**src/rtl/regression_pkg.sv**
```systemverilog
// Shared constants for the linear-regression datapath: state encoding and
// default bank geometry used by both the sequencer and the word mux.
package regression_pkg;

    typedef enum logic [1:0] {
        ST_IDLE   = 2'd0,
        ST_STREAM = 2'd1,
        ST_DONE   = 2'd2
    } state_t;

    localparam int WORD_LEN   = 8;
    localparam int INPUT_SIZE = 4;
    localparam int SEL_LEN    = 2;

endpackage

```
**src/rtl/bounded_counter.sv**
```systemverilog
// Up-counter that wraps from max back to zero; at_max flags the last value
// so the owner can detect the final write / final word.
module bounded_counter #(
    parameter int width = 2,
    parameter int max   = 3
) (
    input  logic             clk,
    input  logic             rst,
    input  logic             inc,
    input  logic             clr,
    output logic [width-1:0] count,
    output logic             at_max
);

    assign at_max = (count == width'(max));

    always_ff @(posedge clk or posedge rst) begin
        if (rst) begin
            count <= '0;
        end else if (clr) begin
            count <= '0;
        end else if (inc) begin
            count <= at_max ? '0 : count + 1'b1;
        end
    end

endmodule

```
**src/rtl/sample_bank_sequencer.sv**
```systemverilog
// Serially loads a word bank, then walks the mux select across it under a
// valid/ready handshake and pulses done when the last word is taken.
module sample_bank_sequencer
    import regression_pkg::*;
#(
    parameter int word_len   = WORD_LEN,
    parameter int input_size = INPUT_SIZE,
    parameter int sel_len    = SEL_LEN
) (
    input  logic                           clk,
    input  logic                           rst,
    input  logic                           wr_en,
    input  logic [word_len-1:0]            wr_data,
    input  logic                           clear,
    input  logic                           start,
    input  logic                           out_ready,
    output logic [word_len*input_size-1:0] bank_flat,
    output logic [sel_len-1:0]             sel,
    output logic                           out_valid,
    output logic                           full,
    output logic                           busy,
    output logic                           done,
    output logic                           ovf
);

    localparam int PTR_W = (input_size > 1) ? $clog2(input_size) : 1;

    if (input_size > (2 ** sel_len)) begin : g_sel_too_narrow
        $error("sample_bank_sequencer: input_size exceeds 2**sel_len");
    end

    state_t              state, state_nxt;
    logic [word_len-1:0] bank [input_size];
    logic [PTR_W-1:0]    wr_ptr;
    logic                ptr_at_max, ptr_inc, ptr_clr;
    logic                sel_at_max, sel_inc;
    logic                wr_do, full_nxt, ovf_nxt;

    bounded_counter #(.width(PTR_W), .max(input_size - 1)) u_wr_ptr (
        .clk    (clk),
        .rst    (rst),
        .inc    (ptr_inc),
        .clr    (ptr_clr),
        .count  (wr_ptr),
        .at_max (ptr_at_max)
    );

    // Wrap-to-zero on the last accept leaves sel at 0 for the next pass.
    bounded_counter #(.width(sel_len), .max(input_size - 1)) u_sel (
        .clk    (clk),
        .rst    (rst),
        .inc    (sel_inc),
        .clr    (1'b0),
        .count  (sel),
        .at_max (sel_at_max)
    );

    always_comb begin
        state_nxt = state;
        wr_do     = 1'b0;
        ptr_inc   = 1'b0;
        ptr_clr   = 1'b0;
        sel_inc   = 1'b0;
        full_nxt  = full;
        ovf_nxt   = 1'b0;
        case (state)
            ST_IDLE: begin
                // clear shadows both a same-cycle write and a same-cycle start
                if (clear) begin
                    ptr_clr  = 1'b1;
                    full_nxt = 1'b0;
                end else begin
                    if (wr_en) begin
                        if (full) begin
                            ovf_nxt = 1'b1;
                        end else begin
                            wr_do   = 1'b1;
                            ptr_inc = 1'b1;
                            if (ptr_at_max) full_nxt = 1'b1;
                        end
                    end
                    if (start && full) state_nxt = ST_STREAM;
                end
            end
            ST_STREAM: begin
                ovf_nxt = wr_en;
                // out_valid is always high here, so out_ready alone is an accept
                if (out_ready) begin
                    sel_inc = 1'b1;
                    if (sel_at_max) state_nxt = ST_DONE;
                end
            end
            ST_DONE: begin
                ovf_nxt   = wr_en;
                state_nxt = ST_IDLE;
            end
            default: state_nxt = ST_IDLE;
        endcase
    end

    always_ff @(posedge clk or posedge rst) begin
        if (rst) begin
            state <= ST_IDLE;
            full  <= 1'b0;
            ovf   <= 1'b0;
        end else begin
            state <= state_nxt;
            full  <= full_nxt;
            ovf   <= ovf_nxt;
        end
    end

    always_ff @(posedge clk or posedge rst) begin
        if (rst) begin
            for (int i = 0; i < input_size; i++) bank[i] <= '0;
        end else if (wr_do) begin
            bank[wr_ptr] <= wr_data;
        end
    end

    // Word 0 sits in the MSBs of the bus.
    for (genvar i = 0; i < input_size; i++) begin : g_pack
        assign bank_flat[word_len*(input_size-i)-1 -: word_len] = bank[i];
    end

    assign out_valid = (state == ST_STREAM);
    assign busy      = (state != ST_IDLE);
    assign done      = (state == ST_DONE);

endmodule

```
**config.mk**
```make
export PLATFORM = sky130hd
export DESIGN_NAME = sample_bank_sequencer
export DESIGN_NICKNAME = d
export VERILOG_FILES = /design/src/rtl/regression_pkg.sv /design/src/rtl/bounded_counter.sv /design/src/rtl/sample_bank_sequencer.sv
export SDC_FILE = /design/constraint.sdc
export NUM_CORES = 1
export LEC_CHECK = 0
export CORE_MARGIN = 2
export CORE_UTILIZATION = 42
export DETAILED_ROUTE_END_ITERATION = 8
export PLACE_DENSITY = 0.87
export SYNTH_ARGS = -nofsm -noshare
export SYNTH_HDL_FRONTEND = slang
export SYNTH_HIERARCHICAL = 1
export SYNTH_SLANG_ARGS = --single-unit
export TNS_END_PERCENT = 30
```
**constraint.sdc**
```tcl
create_clock -name clk -period 1.8 [get_ports clk]
set_input_delay 0.54 -clock clk [delete_from_list [all_inputs] [get_ports clk]]
set_output_delay 0.54 -clock clk [all_outputs]
set_load 0.03 [all_outputs]
```
**Yosys cells after proc, flatten, opt, wreduce, memory -nomap -nowiden**

Cells that the tools add are included.

- Register bits after elaboration: 40
- Bits in latches: 0
- Memory bits (writable): 0
- Bits in read-only memories: 0
- Output and inout bits: 39
- Memories kept: 0

- $add $sub $neg: 2
- $mul: 0
- Divide/modulo/power cells: 0
- Order comparisons: 2
- Eq/ne operators: 8
- Shift-type cells: 0
- Muxes and demuxes: 28
- Bitwise logic cells: 1
- Reduce and logical (&&, ||, !) cells: 9

Operators by type and width:

| kind | count |
|---|---|
| $bwmux W32 | 1 |
| $demux W8 S2 | 1 |
| $mux W2 | 8 |
| $mux W1 | 15 |
| $mux W8 | 1 |
| $eq A2 B2 Y1 const B | 3 |
| $ne A2 B2 Y1 const B | 3 |
| $reduce_bool A2 Y1 | 3 |
| $add A2 B1 Y2 const B | 2 |
| $pmux W2 S2 | 1 |
| $reduce_and A4 Y1 | 1 |
| $ge A3 B3 Y1 const B | 1 |
| $lt A3 B1 Y1 const B | 1 |
| $not A2 Y3 | 1 |
| $eq A2 B1 Y1 const B | 1 |
| $logic_and A1 B1 Y1 | 2 |
| $logic_not A2 Y1 | 1 |
| $ne A2 B1 Y1 const B | 1 |
| $pmux W1 S2 | 1 |
| $reduce_and A2 Y1 | 1 |
| $reduce_or A2 Y1 | 1 |

**Logic depth before layout (Yosys ltp)**

- Word-level depth: 6
- Depth in mapped cells: 7
- Depth with buffers taken out: 5

**By module**

The synthesis kept the hierarchy.

Modules (own cells, without submodules):

| module | instances | cells each | area an instance (um^2) |
|---|---|---|---|
| sample_bank_sequencer | 1 | 101 | 1554.0 |
| bounded_counter | 2 | 9 | 103.8 |

**Least setup slack after synthesis**

No wires, ideal clock.

- Kind: register to register
- Start point: register state[1]
- End point: register bank (netlist bit bank_flat[0])
- Library setup time: 0.125 ns
- Arrival: 1.703 ns
- Path slack: -0.028 ns
- Stages on the path, launching flop included: 8
- Path buffers: 2
- Clock period less this slack: 1.828 ns
- Cell sequence: dfrtp_1 inv_1 ha_1 and4bb_1 buf_6 and3_4 buf_8 mux2_4

- Cells in the longest elaborated chain, start to end: 2

RTL lines:

| item | RTL line | source |
|---|---|---|
| start: declaration | sample_bank_sequencer.sv:32 | `state_t state, state_nxt;` |
| start signal: assignment | sample_bank_sequencer.sv:107 | `state <= state_nxt;` |
| $logic_not A2 Y1 | -- |  |
| $mux W1 | -- |  |
| net ptr_inc | sample_bank_sequencer.sv:35 | `logic ptr_at_max, ptr_inc, ptr_clr;` |
| end signal: indexed assignment | sample_bank_sequencer.sv:117 | `bank[wr_ptr] <= wr_data;` |
| end: declaration | sample_bank_sequencer.sv:33 | `logic [word_len-1:0] bank [input_size];` |

The timed path passes the listed nets, and every way through them passes these cells.
A chain may end at the register's enable or synchronous reset.

**Worst setup path after layout**

- Start point: register state[0]
- End point: output done

- Cells in the longest elaborated chain, start to end: 1

RTL lines:

| item | RTL line | source |
|---|---|---|
| $eq A2 B2 Y1 | sample_bank_sequencer.sv:128 | `assign done = (state == ST_DONE);` |
| end: declaration | sample_bank_sequencer.sv:22 | `output logic done,` |

Every way passes these cells.

==> metrics <==
Die ar. ~4700 sq um; vias in the first global route 1273; crit-path cells inv_2 > buf_4 > ha_1 > buf_4; Hold-fix buffers, CTS 0; Ys Warns 6; PwrDens 1690 nW/um^2; Skew-Pair Late Insertion Delay just under 0.3 ns; first-pass GRT wire length roughly 6.3 mm; HPWL after DPL about 3 mm; Post-synth EDFFs 0; I/O Buffers 52; Synth top area share 56.8%; commonest cells after routing, fill and taps aside dfrtp_1, dlygate4sd2_1, mux2_2; TritonCTS Sinks 40; Final Hold Viols 0; Final min period 1.76 ns; r2r setup slk roughly 0.090 ns; initial antenna violation count 0; via count roughly 1200; total CTS buffers 5; drt drc 0; routed length on met2 2.28 mm; CP most frequent cell buf_4; clock buffer depth 2; max-cap violations 0; drt initial violations 36; # IOs 53; leakage 0.00134 uW; Die Wd ~70 microns; drt wl/cell 17.3 microns; Post-synth ARST share 100%; pin count of the biggest net entering global routing 33; Yosys cell types 25; Total Neg Setup Slack 0 ns; die extent in y 68.8 microns; Hold Path Class primary input to async pin; WL met3 142 microns; Via-to-Cell Ratio 5.07; share of layout cells above drive strength 1 34.9%; Pre-antenna DRT Iters 4; FF+latch count, synth 40; CTS tree done; critical path required time 1.26 ns; Layout Skew between 0.003 and 0.004 ns; clock power share 16.8%; Int Power 2540 uW; critical path arrival 1.22 ns; diodes inserted 0; mapped cell area 1760 sq um; Achievable Freq 0.569 GHz; Comb power frac 48.8%; H-Tree Depth 2; CP max stage delay 0.37 ns; Worst path slowest cell dfrtp_1; remaining global-route overflow 0; crit path max fanout 3; crit path buf inv count 3; Yosys top cell by area dfrtp_1; DP Cell Count 229; row cnt 23; critical path startpoint state[0]$_DFFE_PP0P_; Psw ~1700 uW; Slew Viols, Final 0; crit-path leading delay family buffers and inverters; M1 WL 1.54 mm; run status completed; most common library cell in the layout ignoring fill and taps dfrtp_1; sequential element share of the synthesized area 56.8%; initial core utilization 43.7%; routability cong. 0.778; Syn Inst Count 119; antenna-violating nets left 0; IR Drop Worst-Case VDD 0.768 mV; Core Box Area 4030 sq um; Final period util 97.6%; Clock Root Buffer clkbuf_8; RR Endpoint bank_flat[4]$_DFFE_PP0P_; Layout Cells excl Fill around 240; uppermost routed layer met4; final setup vio count 0; Top FF cell, synth dfrtp_1; net switching fraction of the power 40.5%; final layout net count 210; top cells by area, synth dfrtp_1, mux2_2, mux2_4, ha_1, inv_1; Post-Syn Area per Cell 14.8 sq um; Seq pwr share 34.5%; GRT Total Usage 19.0%; WL final 4.14 mm; cell count of the worst reg-to-reg path 5; CP endpoint kind output pin; Worst R2R Start state[0]$_DFFE_PP0P_; area grow syn2layout 43.5%; Startpoint Class flop; RSZ-0062 raised after global routing false; Setup CP Type flop to output pin; clk slew on worst S/H paths 0.07 ns
[kinds of logic after synthesis]
group	Yosys count	share of synthesized area (%)
other	1	0.213
adder cells (fa/ha/maj)	8	5.68
buffers and inverters	9	2.98
AO/OA/AOI/OAI	8	3.20
multiplexers	35	23.9
flip-flops	40	56.8
AND/OR/NAND/NOR	18	7.17
[worst max-delay path by stage]
| stage | endpoint | slack, ns | cells past startpoint |
|---|---|---|---|
| after floorplan | bank_flat[0]$_DFFE_PP0P_ | 0.04 | 7 |
| after global placement | bank_flat[29]$_DFFE_PP0P_ | -0.33 | 5 |
| after detailed placement | bank_flat[19]$_DFFE_PP0P_ | -0.41 | 4 |
| after CTS | out_valid | 0.004 | 4 |
| after global routing | done | 0.002 | 4 |
| final | done | 0.04 | 4 |
[cells in the mapped netlist (all sizes together) (3+ instances only)]
cell type / n
a21oi: 4
ha: 8
nand3b: 3
nor2: 5
dfrtp: 40
mux2: 33
inv: 7
[power by group through the flow]
| stage | Sequential, uW | Combinational [uW] | Clock [uW] |
|---|---|---|---|
| floorplan | 2100 | 650 | 0 |
| global placement | 1460 | 2130 | 0 |
| detailed placement | 1480 | 2210 | 0 |
| CTS | 1470 | 2030 | 730 |
| global route | 1510 | 2190 | 768 |
| finish | 1470 | 2080 | 715 |
[sequential cells by signal (all words and copies together), names as in the netlist]
signal	flops
bank_flat	32
state	2
u_sel/count	2
u_wr_ptr/count	2
full	1
ovf	1
[timing repair]
action,CTS,global route
pin swaps,1,0
setup endpoints to repair,71,2
resized for setup,47,3
setup buffers,0,2
hold endpoints to repair,0,0
[metal layers]
metal,up-vias,global-route usage (%)
met1,609,20.8
li1,549,-
met5,-,0
met4,0,11.3
met3,16,4.22
met2,37,33.5
[area by class of cell]
cell class / instances / area, sq um
multi-input cells: 71 / 758
clock inverters: 2 / 35.0
fillers: 310 / 1500
well taps: 50 / 62.6
flip-flops and latches: 40 / 1000
repair buffers: 63 / 572
clock buffers: 6 / 72.6
inverters: 7 / 26.3
[stage by stage]
stage / hold slack (ns) / cell area [sq um] / power, uW / worst slack (ns) / util, %
after floorplan: 0.281 / 1780 / 2750 / 0.0380 / -
after global placement: 0.486 / 2410 / 3590 / -0.334 / 59.8
after detailed placement: 0.493 / 2410 / 3700 / -0.409 / 59.8
after CTS: 0.475 / 2500 / 4230 / 0.00425 / 62.0
after global routing: 0.487 / 2530 / 4470 / 0.00160 / 62.7
final: 0.483 / 2530 / 4260 / 0.0430 / 62.7
No activity file was read; power rests on OpenSTA's default activity.
